File: config.mk
export PLATFORM = sky130hd
export DESIGN_NAME = ddr_wr_burst_flat
export DESIGN_NICKNAME = d
export VERILOG_FILES = /design/src/rtl/ddr_wr_burst_if.sv /design/src/rtl/ddr_wr_burst.sv /design/src/flat_wrapper.sv
export SDC_FILE = /design/constraint.sdc
export NUM_CORES = 1
export LEC_CHECK = 0
export CAP_MARGIN = 30
export CORE_MARGIN = 2
export CORE_UTILIZATION = 50
export CTS_CLUSTER_SIZE = 12
export DETAILED_ROUTE_END_ITERATION = 10
export GPL_TIMING_DRIVEN = 0
export PLACE_DENSITY = 0.75
export SLEW_MARGIN = 0
export SYNTH_ARGS = -nofsm -noshare
export SYNTH_HDL_FRONTEND = slang
export SYNTH_SLANG_ARGS = --single-unit
File: constraint.sdc
create_clock -name sclk -period 3.5 [get_ports sclk]
set_clock_uncertainty 0.05 [all_clocks]
set_input_delay 1.05 -clock sclk [delete_from_list [all_inputs] [get_ports sclk]]
set_output_delay 1.05 -clock sclk [all_outputs]
set_load 0.01 [all_outputs]
File: src/rtl/ddr_wr_burst_if.sv
// Burst-side handshake between the write-data queue and ddr_wr_burst.
// master = write-data queue, slave = ddr_wr_burst.
interface ddr_wr_burst_if #(
  parameter int DQ_WIDTH = 8
);
  logic                  burst_valid;
  logic                  burst_ready;
  logic [8*DQ_WIDTH-1:0] burst_data;
  logic [7:0]            burst_mask;

  modport master (
    output burst_valid,
    output burst_data,
    output burst_mask,
    input  burst_ready
  );

  modport slave (
    input  burst_valid,
    input  burst_data,
    input  burst_mask,
    output burst_ready
  );
endinterface

File: src/rtl/ddr_wr_burst.sv
// BL8 write-burst sequencer for one DDR3 byte lane, launching bursts WL sclk cycles after accept.
// Define DDR_WR_DM_EN to store burst_mask and drive it on dm_d; otherwise dm_d is held at zero.
module ddr_wr_burst #(
  parameter int DQ_WIDTH = 8,
  parameter int WL       = 4
) (
  input  logic                  sclk,
  input  logic                  reset,
  ddr_wr_burst_if.slave         bus,
  output logic [4*DQ_WIDTH-1:0] dq_d,
  output logic [3:0]            dm_d,
  output logic                  dq_oe,
  output logic [1:0]            dqs_d,
  output logic                  dqs_oe,
  output logic                  busy
);
  localparam int DEPTH = WL / 2 + 2;
  localparam int PTR_W = $clog2(DEPTH);
  localparam int HALF  = 4 * DQ_WIDTH;

  typedef enum logic [1:0] {
    ROLE_IDLE   = 2'd0,
    ROLE_STROBE = 2'd1,
    ROLE_DATA0  = 2'd2,
    ROLE_DATA1  = 2'd3
  } role_t;

  logic                  ready_r;
  logic                  busy_r;
  logic                  fire_s;
  // bit k set: a burst was accepted k+1 edges ago
  logic [WL+1:0]         launch_r;
  logic [PTR_W-1:0]      wr_ptr_r;
  logic [PTR_W-1:0]      rd_ptr_r;
  logic [8*DQ_WIDTH-1:0] data_mem_r [DEPTH];
  logic [8*DQ_WIDTH-1:0] slot_data_s;
  role_t                 role_s;
  logic [HALF-1:0]       dq_d_r;
  logic [3:0]            dm_d_r;
  logic [3:0]            dm_next_s;
  logic                  dq_oe_r;
  logic                  dqs_oe_r;
  logic [1:0]            dqs_d_r;

  assign fire_s          = bus.burst_valid && ready_r && !reset;
  assign bus.burst_ready = ready_r;
  assign slot_data_s     = data_mem_r[rd_ptr_r];

  function automatic logic [PTR_W-1:0] ptr_inc(input logic [PTR_W-1:0] p);
    return (p == PTR_W'(DEPTH - 1)) ? {PTR_W{1'b0}} : p + PTR_W'(1);
  endfunction

  // Handshake, launch timeline and burst store pointers.
  always_ff @(posedge sclk) begin
    if (reset) begin
      ready_r  <= 1'b0;
      busy_r   <= 1'b0;
      launch_r <= {(WL+2){1'b0}};
      wr_ptr_r <= {PTR_W{1'b0}};
      rd_ptr_r <= {PTR_W{1'b0}};
    end else begin
      ready_r  <= !fire_s;
      busy_r   <= fire_s || (|launch_r);
      launch_r <= {launch_r[WL:0], fire_s};
      if (fire_s) begin
        wr_ptr_r <= ptr_inc(wr_ptr_r);
      end
      if (role_s == ROLE_DATA1) begin
        rd_ptr_r <= ptr_inc(rd_ptr_r);
      end
    end
  end

  // Burst payload store; entries are consumed in accept order.
  always_ff @(posedge sclk) begin
    if (fire_s) begin
      data_mem_r[wr_ptr_r] <= bus.burst_data;
    end
  end

  // Role of the next output cycle; data outranks pre/postamble.
  always_comb begin
    role_s = ROLE_IDLE;
    if (launch_r[WL-1]) begin
      role_s = ROLE_DATA0;
    end else if (launch_r[WL]) begin
      role_s = ROLE_DATA1;
    end else if (launch_r[WL-2] || launch_r[WL+1]) begin
      role_s = ROLE_STROBE;
    end else begin
      role_s = ROLE_IDLE;
    end
  end

`ifdef DDR_WR_DM_EN
  logic [7:0] mask_mem_r [DEPTH];

  always_ff @(posedge sclk) begin
    if (fire_s) begin
      mask_mem_r[wr_ptr_r] <= bus.burst_mask;
    end
  end

  always_comb begin
    dm_next_s = 4'h0;
    case (role_s)
      ROLE_DATA0: dm_next_s = mask_mem_r[rd_ptr_r][3:0];
      ROLE_DATA1: dm_next_s = mask_mem_r[rd_ptr_r][7:4];
      default:    dm_next_s = 4'h0;
    endcase
  end
`else
  logic unused_mask_s;
  assign unused_mask_s = ^bus.burst_mask;
  assign dm_next_s     = 4'h0;
`endif

  // Registered DQ/DM/DQS drive for the ODDR and tristate primitives.
  always_ff @(posedge sclk) begin
    if (reset) begin
      dq_d_r   <= {HALF{1'b0}};
      dm_d_r   <= 4'h0;
      dq_oe_r  <= 1'b0;
      dqs_oe_r <= 1'b0;
      dqs_d_r  <= 2'b00;
    end else begin
      dm_d_r <= dm_next_s;
      case (role_s)
        ROLE_DATA0: begin
          dq_d_r   <= slot_data_s[HALF-1:0];
          dq_oe_r  <= 1'b1;
          dqs_oe_r <= 1'b1;
          dqs_d_r  <= 2'b01;
        end
        ROLE_DATA1: begin
          dq_d_r   <= slot_data_s[2*HALF-1:HALF];
          dq_oe_r  <= 1'b1;
          dqs_oe_r <= 1'b1;
          dqs_d_r  <= 2'b01;
        end
        ROLE_STROBE: begin
          dq_d_r   <= {HALF{1'b0}};
          dq_oe_r  <= 1'b0;
          dqs_oe_r <= 1'b1;
          dqs_d_r  <= 2'b00;
        end
        default: begin
          dq_d_r   <= {HALF{1'b0}};
          dq_oe_r  <= 1'b0;
          dqs_oe_r <= 1'b0;
          dqs_d_r  <= 2'b00;
        end
      endcase
    end
  end

  assign dq_d   = dq_d_r;
  assign dm_d   = dm_d_r;
  assign dq_oe  = dq_oe_r;
  assign dqs_d  = dqs_d_r;
  assign dqs_oe = dqs_oe_r;
  assign busy   = busy_r;
endmodule
File: src/flat_wrapper.sv
// flat-port wrapper written by rule: the top's interface ports become plain ports
module ddr_wr_burst_flat 
#(
  parameter int DQ_WIDTH = 8,
  parameter int WL       = 4
)
  (sclk, reset, dq_d, dm_d, dq_oe, dqs_d, dqs_oe, busy, bus_burst_valid, bus_burst_data, bus_burst_mask, bus_burst_ready);
  ddr_wr_burst_if #(.DQ_WIDTH(DQ_WIDTH)) bus_i ();
  input  logic sclk;
  input  logic reset;
  output logic [4*DQ_WIDTH-1:0] dq_d;
  output logic [3:0] dm_d;
  output logic dq_oe;
  output logic [1:0] dqs_d;
  output logic dqs_oe;
  output logic busy;
  input wire logic [$bits(bus_i.burst_valid)-1:0] bus_burst_valid;
  input wire logic [$bits(bus_i.burst_data)-1:0] bus_burst_data;
  input wire logic [$bits(bus_i.burst_mask)-1:0] bus_burst_mask;
  output wire logic [$bits(bus_i.burst_ready)-1:0] bus_burst_ready;
  assign bus_i.burst_valid = bus_burst_valid;
  assign bus_i.burst_data = bus_burst_data;
  assign bus_i.burst_mask = bus_burst_mask;
  assign bus_burst_ready = bus_i.burst_ready;
  ddr_wr_burst #(.DQ_WIDTH(DQ_WIDTH), .WL(WL)) u_core (.sclk(sclk), .reset(reset), .bus(bus_i), .dq_d(dq_d), .dm_d(dm_d), .dq_oe(dq_oe), .dqs_d(dqs_d), .dqs_oe(dqs_oe), .busy(busy));
endmodule
==> results of run 1 <==
worst max-delay path, delay by kind of cell:
family	cells	cell delay [ns]
buffers and inverters	3	1.06
AND/OR/NAND/NOR	2	0.76
power by group through the flow:
stage / registers [mW] / logic [mW] / clock network, mW
2_1_floorplan: 4.05 / 0.0426 / 0
3_3_place_gp: 4.05 / 0.160 / 0
3_5_place_dp: 4.05 / 0.175 / 0
4_1_cts: 3.97 / 0.176 / 2.96
5_1_grt: 3.97 / 0.189 / 3.11
6_report: 3.97 / 0.175 / 2.89
metal layers:
metal | vias up | wire, um | GRT usage [%]
met1 | 2825 | 9070 | 24.1
met3 | 30 | 1190 | 3.13
met4 | 0 | 324 | 4.72
met5 | - | 0 | 0
met2 | 167 | 10600 | 31.5
li1 | 2640 | - | -
cells by family after synthesis:
kind of cell	count (synthesis)	share of synthesized area (%)
DFF	304	78.6
muxes	130	11.8
AOI/OAI and AO/OA	68	3.90
and+or+nand+nor	56	3.13
buffers and inverters	38	1.90
adders and majority gates	5	0.569
other	1	0.0341
worst paths after layout:
check / from / to / slack, ns / depth (start not counted)
setup / recovery: reset / u_core.data_mem_r[0][40] / 0.73 / 5
hold / removal: u_core.launch_r[0] / u_core.launch_r[1] / 0.41 / 1
setup reg to reg: register / u_core.dq_d[27] / 1.52 / 5
hold reg to reg: u_core.launch_r[0] / u_core.launch_r[1] / 0.41 / 1
placed cells by master (no fill, tap or decap), types with 2 or more instances in the layout:
| cell | instances |
|---|---|
| edfxtp_1 | 256 |
| mux2i_1 | 130 |
| clkdlybuf4s50_1 | 103 |
| o22ai_1 | 64 |
| dfxtp_1 | 48 |
| or2_1 | 32 |
| clkbuf_1 | 31 |
| clkbuf_16 | 31 |
| buf_2 | 17 |
| nor2_1 | 7 |
| buf_4 | 6 |
| nor2b_1 | 5 |
| ha_1 | 5 |
| conb_1 | 5 |
| and2_4 | 4 |
| buf_16 | 4 |
| buf_6 | 3 |
| inv_1 | 2 |
| a22o_1 | 2 |
flip-flops by register name, summed over array words and instances (netlist names), named ones only:
signal,cells
u_core.dqs_d,1
u_core.dq_d,32
u_core.rd_ptr_r,2
u_core.wr_ptr_r,2
u_core.data_mem_r,256
u_core.launch_r,6
u_core.busy,1
u_core.dqs_oe,1
u_core.bus.burst_ready,1
final cells by class:
cell class | instances | area share (%)
plain buffers | 36 | 1.50
repair buffers | 107 | 8.52
diodes | 1 | 0.0187
flip-flops and latches | 304 | 64.5
multi-input cells | 264 | 16.2
clock inverters | 2 | 0.112
inverters | 2 | 0.0560
well taps | 280 | 2.61
clock buffers | 53 | 6.48
per-stage QoR:
stage | worst slack (ns) | cell area [um2] | total power [mW]
global route | 0.620 | 13400 | 7.27
detailed placement | 0.181 | 12500 | 4.22
global placement | -0.528 | 12400 | 4.21
floorplan | 0.672 | 11000 | 4.09
CTS | 0.746 | 13400 | 7.10
finish | 0.730 | 13400 | 7.04
==> results.sh, run 1 <==
export IMPL_fin_crit_sh_pct=79.1
export IMPL_synthArstFlopShare_pct=0
export IMPL_grt_pass1_wl_mm=32.9
export IMPL_htreeDepth=1
export IMPL_postLayoutCoreUtil_pct=61.8
export IMPL_cts_buffers=30
export IMPL_core_area_um2=21700
export IMPL_required_ns=3.65
export IMPL_hold_ws_ns=0.411
export IMPL_p_int_mw=5.72
export IMPL_portBuffers=103
export IMPL_min_period_ns=2.77
export IMPL_gp_congestion=0.688
export IMPL_via_count=5662
export IMPL_p_switching_mw=1.32
export IMPL_path_cells="clkdlybuf4s50_1 -> clkbuf_1 -> nor2_1 -> and2_4 -> buf_16"
export IMPL_yosys_top_cells_count="edfxtp_1 (256), mux2i_1 (130), o22ai_1 (64)"
export IMPL_critPathLaunchType="input port"
export IMPL_rsz0062_at_grt="false"
export IMPL_crit_slowest_cell="clkdlybuf4s50_1"
export IMPL_dp_cells=993
export IMPL_grt_pass1_vias=6057
export IMPL_cts_hold_buf=0
export IMPL_gr_usage_all_layers_pct=18.2
export IMPL_start_util_pct=50.7
export IMPL_path_max_fanout=52
export IMPL_finalMaxSlewViolations=0
export IMPL_pwr_share_clk_pct=41.1
export IMPL_numClockSinks=304
export IMPL_combPwrFrac_pct=2.5
export IMPL_maxCapViolations=0
export IMPL_ant_nets=0
export IMPL_hold_viol_final=0
export IMPL_synth_main_ff_cell="edfxtp_1"
export IMPL_hp_class="reg -> reg"
export IMPL_root_buffer="clkbuf_16"
export IMPL_wl_per_cell_um=20.2
export IMPL_power_leakage_nw=4.29
export IMPL_synth_seq_area_share_pct=78.6
export IMPL_synth_edf_count=256
export IMPL_yosys_warnings=0
export IMPL_area_growth_pct=21.8
export IMPL_cts_repair_resize_count=0
export IMPL_drt_iter0_markers=388
export IMPL_synth_area_um2=11000
export IMPL_die_x_um=152
export IMPL_tns_ns=0
export IMPL_num_rows=54
export IMPL_via_per_inst=5.40
export IMPL_fill_cells=1526
export IMPL_synth_cells=602
export IMPL_tightestPinTransition_ns=0.719
export IMPL_die_h_um=152
export IMPL_synth_area_leaders="edfxtp_1 (70%), mux2i_1 (12%), dfxtp_1 (8.7%)"
export IMPL_clkTransAtPathRegs_ns=0.06
export IMPL_fmax_mhz=361
export IMPL_yosysTopAreaCellShare_pct=69.9
export IMPL_cts_buffer_depth=3
export IMPL_grt_max_degree=54
export IMPL_seq_area_um2=8650
export IMPL_power_density_nw_per_um2=525
export IMPL_ys_seq_elements=304
export IMPL_finalSetupViolCount=0
export IMPL_crit_path_end_kind="register"
export IMPL_wl_mm=21.2
export IMPL_worstSetupPathType="in -> reg"
export IMPL_drc=0
export IMPL_layout_nets=825
export IMPL_slew_headroom_pct=52.0
export IMPL_ys_types=26
export IMPL_io_pins=117
export IMPL_swShare_pct=18.8
export IMPL_post_cts_buffers=0
export IMPL_yosysMostFrequentCell="edfxtp_1"
export IMPL_dieArea_um2=23200
export IMPL_slowest_delay_ns=0.48
export IMPL_drt_first_pass_iters=5
export IMPL_drive_gt1_share_pct=8.85
export IMPL_ir_worst_vdd_mv=0.392
export IMPL_cts_tree="built"
export IMPL_syn_area_per_cell_um2=18.3
export IMPL_antenna_found_initial=0
export IMPL_hpwl_mm=12.6
export IMPL_crit_arrival_ns=2.92
export IMPL_multi_input_area_um2=2170
export IMPL_grt_overflow=0
export IMPL_synth_top_cell_by_area="edfxtp_1"
export IMPL_seqPwrFrac_pct=56.4
export IMPL_status="completed"
export IMPL_clk_latency_ns=0.53
export IMPL_stdcell_count=1049
(Power assumes the default switching activity.)
==> run 2, diff against run 1 <==
Clock period 3.5 ns to 2.5 ns, I/O delays scaled along.
==> results.sh, run 2 (synthesized netlist as in run 1, its figures left out) <==
export IMPL_htreeDepth=1
export IMPL_fmax_mhz=422
export IMPL_required_ns=2.65
export IMPL_wl_per_cell_um=20.2
export IMPL_ant_nets=0
export IMPL_hp_class="reg -> reg"
export IMPL_layout_common_cells="edfxtp_1 (256), mux2i_1 (130), clkdlybuf4s50_1 (103), o22ai_1 (64), dfxtp_1 (48)"
export IMPL_postLayoutCellArea_um2=13400
export IMPL_antenna_found_initial=0
export IMPL_layout_commonest_cell="edfxtp_1"
export IMPL_ir_worst_vdd_mv=0.549
export IMPL_cp_top_family="buffers and inverters"
export IMPL_gp_congestion=0.688
export IMPL_reg2reg_slack_ns=0.52
export IMPL_hpwl_mm=12.6
export IMPL_maxCapViolations=0
export IMPL_tightestPinTransition_ns=0.717
export IMPL_cts_tree="built"
export IMPL_largest_register_ffs=256
export IMPL_crit_slowest_cell="clkdlybuf4s50_1"
export IMPL_grt_pass1_wl_mm=32.9
export IMPL_wl_mm=21.2
export IMPL_gr_usage_all_layers_pct=18.2
export IMPL_power_leakage_nw=4.29
export IMPL_rsz0062_at_grt="false"
export IMPL_regMostFlops="u_core.data_mem_r"
export IMPL_core_area_um2=21700
export IMPL_cts_hold_buf=0
export IMPL_area_growth_pct=21.9
export IMPL_path_max_fanout=53
export IMPL_post_cts_buffers=0
export IMPL_slew_headroom_pct=52.2
export IMPL_status="completed"
export IMPL_path_buf_inv=3
export IMPL_die_h_um=152
export IMPL_cts_repair_resize_count=0
export IMPL_fin_crit_sh_pct=94.8
export IMPL_grt_max_degree=54
export IMPL_critPathLaunchType="input port"
export IMPL_dieArea_um2=23200
export IMPL_layout_nets=825
export IMPL_slowest_delay_ns=0.48
export IMPL_num_rows=54
export IMPL_root_buffer="clkbuf_16"
export IMPL_hold_ws_ns=0.412
export IMPL_drt_first_pass_iters=5
export IMPL_via_per_inst=5.39
export IMPL_dpl_cell_area_um2=12500
export IMPL_crit_path_end_kind="register"
export IMPL_crit_arrival_ns=2.52
export IMPL_finalMaxSlewViolations=0
export IMPL_clkTransAtPathRegs_ns=0.06
export IMPL_grt_pass1_vias=6057
export IMPL_drt_iter0_markers=388
export IMPL_drive_gt1_share_pct=8.98
export IMPL_hold_viol_final=0
export IMPL_path_cells="clkdlybuf4s50_1 -> clkbuf_1 -> nor2_2 -> and2_4 -> buf_16"
export IMPL_min_period_ns=2.37
export IMPL_io_pins=117
export IMPL_worstSetupPathType="in -> reg"
export IMPL_grt_overflow=0
export IMPL_clk_latency_ns=0.53
export IMPL_die_x_um=152
export IMPL_via_count=5657
export IMPL_start_util_pct=50.7
export IMPL_cts_buffer_depth=3
export IMPL_cts_buffers=30
export IMPL_finalSetupViolCount=0
export IMPL_portBuffers=103
export IMPL_drc=0
export IMPL_power_density_nw_per_um2=736
export IMPL_numClockSinks=304
[run 2: changes by cell type in the layout (fill, tap and decap cells not counted)]
cell	delta
nor2_1	-1
nor2_2	+1
[run 2: where the power goes]
part | switching, mW | internal (mW)
logic | 0.114 | 0.132
registers | 0.0150 | 5.54
clock network | 1.72 | 2.33
total | 1.85 | 8.01
[run 2: final cells by class]
class,instances,area [um2]
antenna,1,2.50
multi-input combinational,264,2170
clock buffer,53,868
buffer,36,201
clock inverter,2,15.0
fill,1525,8290
sequential,304,8650
timing repair buffer,107,1140
tap,280,350
inverter,2,7.51
[run 2: per-stage QoR]
stage                     setup WS (ns)  utilization, %  instances  setup TNS (ns)  power (mW)
after global routing             0.0180            61.8       1048               0        10.2
after CTS                        0.0462            61.8       1048               0        9.94
after detailed placement         -0.519            57.7        993         -123.40        5.91
after floorplan                 -0.0277               -        606           -7.09        5.73
final                             0.129            61.8       1049               0        9.86
after global placement            -1.23            57.2        989         -320.51        5.89
[run 2: routing by layer]
layer | up-vias | routed length (um) | GRT usage (%)
li1 | 2640 | - | -
met1 | 2822 | 9080 | 24.1
met2 | 165 | 10700 | 31.5
met3 | 30 | 1170 | 3.13
met4 | 0 | 324 | 4.72
met5 | - | 0 | 0
[run 2: worst paths after layout]
path / to / start / cells after the start
worst max-delay path: u_core.data_mem_r[1][8] / reset / 5
worst min-delay path: u_core.launch_r[1] / u_core.launch_r[0] / 1
worst max register to register: u_core.dq_d[27] / register / 5
worst min register to register: u_core.launch_r[1] / u_core.launch_r[0] / 1
[run 2: worst reg2reg max path, delay by kind of cell, from the launching register on]
family	cells	cell delay, ns
compound gates	1	0.12
mux	1	0.28
simple gates	1	0.27
buf+inv	2	0.80
flops	1	0.34
==> run 3, diff against run 2 <==
Settings changed: CELL_PAD_IN_SITES_DETAIL_PLACEMENT set to 1, CELL_PAD_IN_SITES_GLOBAL_PLACEMENT set to 1, CORE_ASPECT_RATIO set to 0.7, CORE_UTILIZATION 50 to 43, HOLD_SLACK_MARGIN set to 0.02, PLACE_DENSITY 0.75 to unset, PLACE_DENSITY_LB_ADDON set to 0.1.
==> results.sh, run 3 (synthesized netlist as in run 1, its figures left out) <==
export IMPL_drt_first_pass_iters=5
export IMPL_power_leakage_nw=4.35
export IMPL_seqPwrFrac_pct=55.1
export IMPL_portBuffers=103
export IMPL_rsz0062_at_grt="false"
export IMPL_ir_worst_vdd_mv=0.607
export IMPL_numClockSinks=304
export IMPL_swShare_pct=19.2
export IMPL_via_per_inst=5.26
export IMPL_die_x_um=195
export IMPL_via_count=5780
export IMPL_status="completed"
export IMPL_root_buffer="clkbuf_16"
export IMPL_p_total_mw=10.1
export IMPL_hpwl_mm=15.0
export IMPL_grt_overflow=0
export IMPL_critPathLaunchType="input port"
export IMPL_htreeDepth=1
export IMPL_pwr_share_clk_pct=42.3
export IMPL_power_density_nw_per_um2=744
export IMPL_crit_arrival_ns=2.79
export IMPL_drt_iter0_markers=434
export IMPL_dp_slack_ns=-0.755
export IMPL_cts_buffers=30
export IMPL_start_util_pct=44.2
export IMPL_min_period_ns=2.40
export IMPL_ant_nets=0
export IMPL_core_area_um2=24900
export IMPL_fin_ws_ns=0.0986
export IMPL_fin_crit_sh_pct=96.1
export IMPL_holdPathStages=1
export IMPL_wl_per_cell_um=23.1
export IMPL_p_switching_mw=1.93
export IMPL_drc=0
export IMPL_finalSetupViolCount=0
export IMPL_cts_tree="built"
export IMPL_hp_start="u_core.launch_r[0]"
export IMPL_antenna_found_initial=3
export IMPL_clkTransAtPathRegs_ns=0.06
export IMPL_hold_viol_final=0
export IMPL_reg2reg_slack_ns=0.33
export IMPL_grt_max_degree=48
export IMPL_crit_path_end_kind="register"
export IMPL_largest_register_ffs=256
export IMPL_num_rows=48
export IMPL_layout_nets=830
export IMPL_grt_pass1_vias=6166
export IMPL_postLayoutCoreUtil_pct=54.5
export IMPL_layout_common_cells="edfxtp_1 (256), mux2i_1 (130), clkdlybuf4s50_1 (103), o22ai_1 (64), dfxtp_1 (48)"
export IMPL_gr_usage_all_layers_pct=19.1
export IMPL_tightestPinTransition_ns=0.759
export IMPL_drive_gt1_share_pct=10.5
export IMPL_slew_headroom_pct=49.4
export IMPL_dieArea_um2=26900
export IMPL_finalMaxSlewViolations=0
export IMPL_die_h_um=138
export IMPL_hp_class="reg -> reg"
export IMPL_p_int_mw=8.16
export IMPL_grt_pass1_wl_mm=37.4
export IMPL_reg2reg_depth=5
export IMPL_gp_congestion=0.718
export IMPL_area_growth_pct=23.3
export IMPL_io_pins=117
export IMPL_layout_commonest_cell="edfxtp_1"
export IMPL_worstSetupPathType="in -> reg"
export IMPL_tns_ns=0
export IMPL_regMostFlops="u_core.data_mem_r"
export IMPL_rr_endpoint="u_core.dq_d[16]"
export IMPL_cts_hold_buf=0
export IMPL_hold_end="u_core.launch_r[1]"
export IMPL_combPwrFrac_pct=2.6
export IMPL_fmax_mhz=416
export IMPL_required_ns=2.89
export IMPL_wl_mm=25.4
export IMPL_clk_latency_ns=0.55
export IMPL_maxCapViolations=0
export IMPL_path_max_fanout=10
export IMPL_cts_buffer_depth=3
-- run 3: how the worst max path moves through the flow --
stage / slack, ns / cells past startpoint / to / from
after CTS: 0.03 / 5 / u_core.data_mem_r[2][6] / reset
after global placement: -1.41 / 4 / u_core.data_mem_r[1][5] / reset
after detailed placement: -0.75 / 5 / u_core.data_mem_r[0][63] / reset
after global routing: 0.06 / 6 / u_core.dq_d[25] / reset
after floorplan: -0.03 / 3 / u_core.data_mem_r[0][0] / reset
final: 0.1 / 6 / u_core.dq_d[25] / reset
-- run 3: cell type report --
cell class | count | area [um2]
clock buffer | 53 | 928
fill | 2287 | 11300
tap | 325 | 407
antenna | 2 | 5.00
inverter | 2 | 7.51
multi-input combinational | 267 | 2200
clock inverter | 1 | 5.00
timing repair buffer | 109 | 1160
buffer | 36 | 203
sequential | 304 | 8650
-- run 3: per-stage QoR --
stage | hold slack, ns | area, um2 | std cells
final | 0.425 | 13600 | 1099
after global routing | 0.432 | 13600 | 1097
after CTS | 0.426 | 13500 | 1096
after detailed placement | 0.418 | 12600 | 1038
after global placement | 0.401 | 12500 | 1034
after floorplan | 0.383 | 11000 | 606
-- run 3: power by group through the flow --
stage | Sequential (mW) | Combinational [mW] | Clock, mW
floorplan | 5.67 | 0.0596 | 0
global placement | 5.67 | 0.231 | 0
detailed placement | 5.67 | 0.252 | 0
CTS | 5.56 | 0.263 | 4.37
global route | 5.56 | 0.286 | 4.52
finish | 5.56 | 0.265 | 4.27
-- run 3: metal layers --
| metal | GRT usage (%) | up-vias | share of wire [%] |
|---|---|---|---|
| met2 | 31.5 | 133 | 47 |
| met4 | 4.79 | 0 | 1.9 |
| met1 | 26.3 | 2966 | 46 |
| met3 | 3.87 | 40 | 5.2 |
| li1 | - | 2641 | - |
| met5 | 0 | - | 0 |
-- run 3: timing repair --
item,4_1_cts,5_1_grt
setup buffers,1,1
gates cloned,3,0
gates resized for setup,2,2
pin swaps,4,3
endpoints found under the setup margin,159,113
-- run 3: worst max-delay path, cell delays in order --
cell and delay (ns):
clkdlybuf4s50_1 0.55, or3b_1 0.13, clkbuf_1 0.28, clkbuf_1 0.58
o22ai_1 0.20, or2_1 0.29
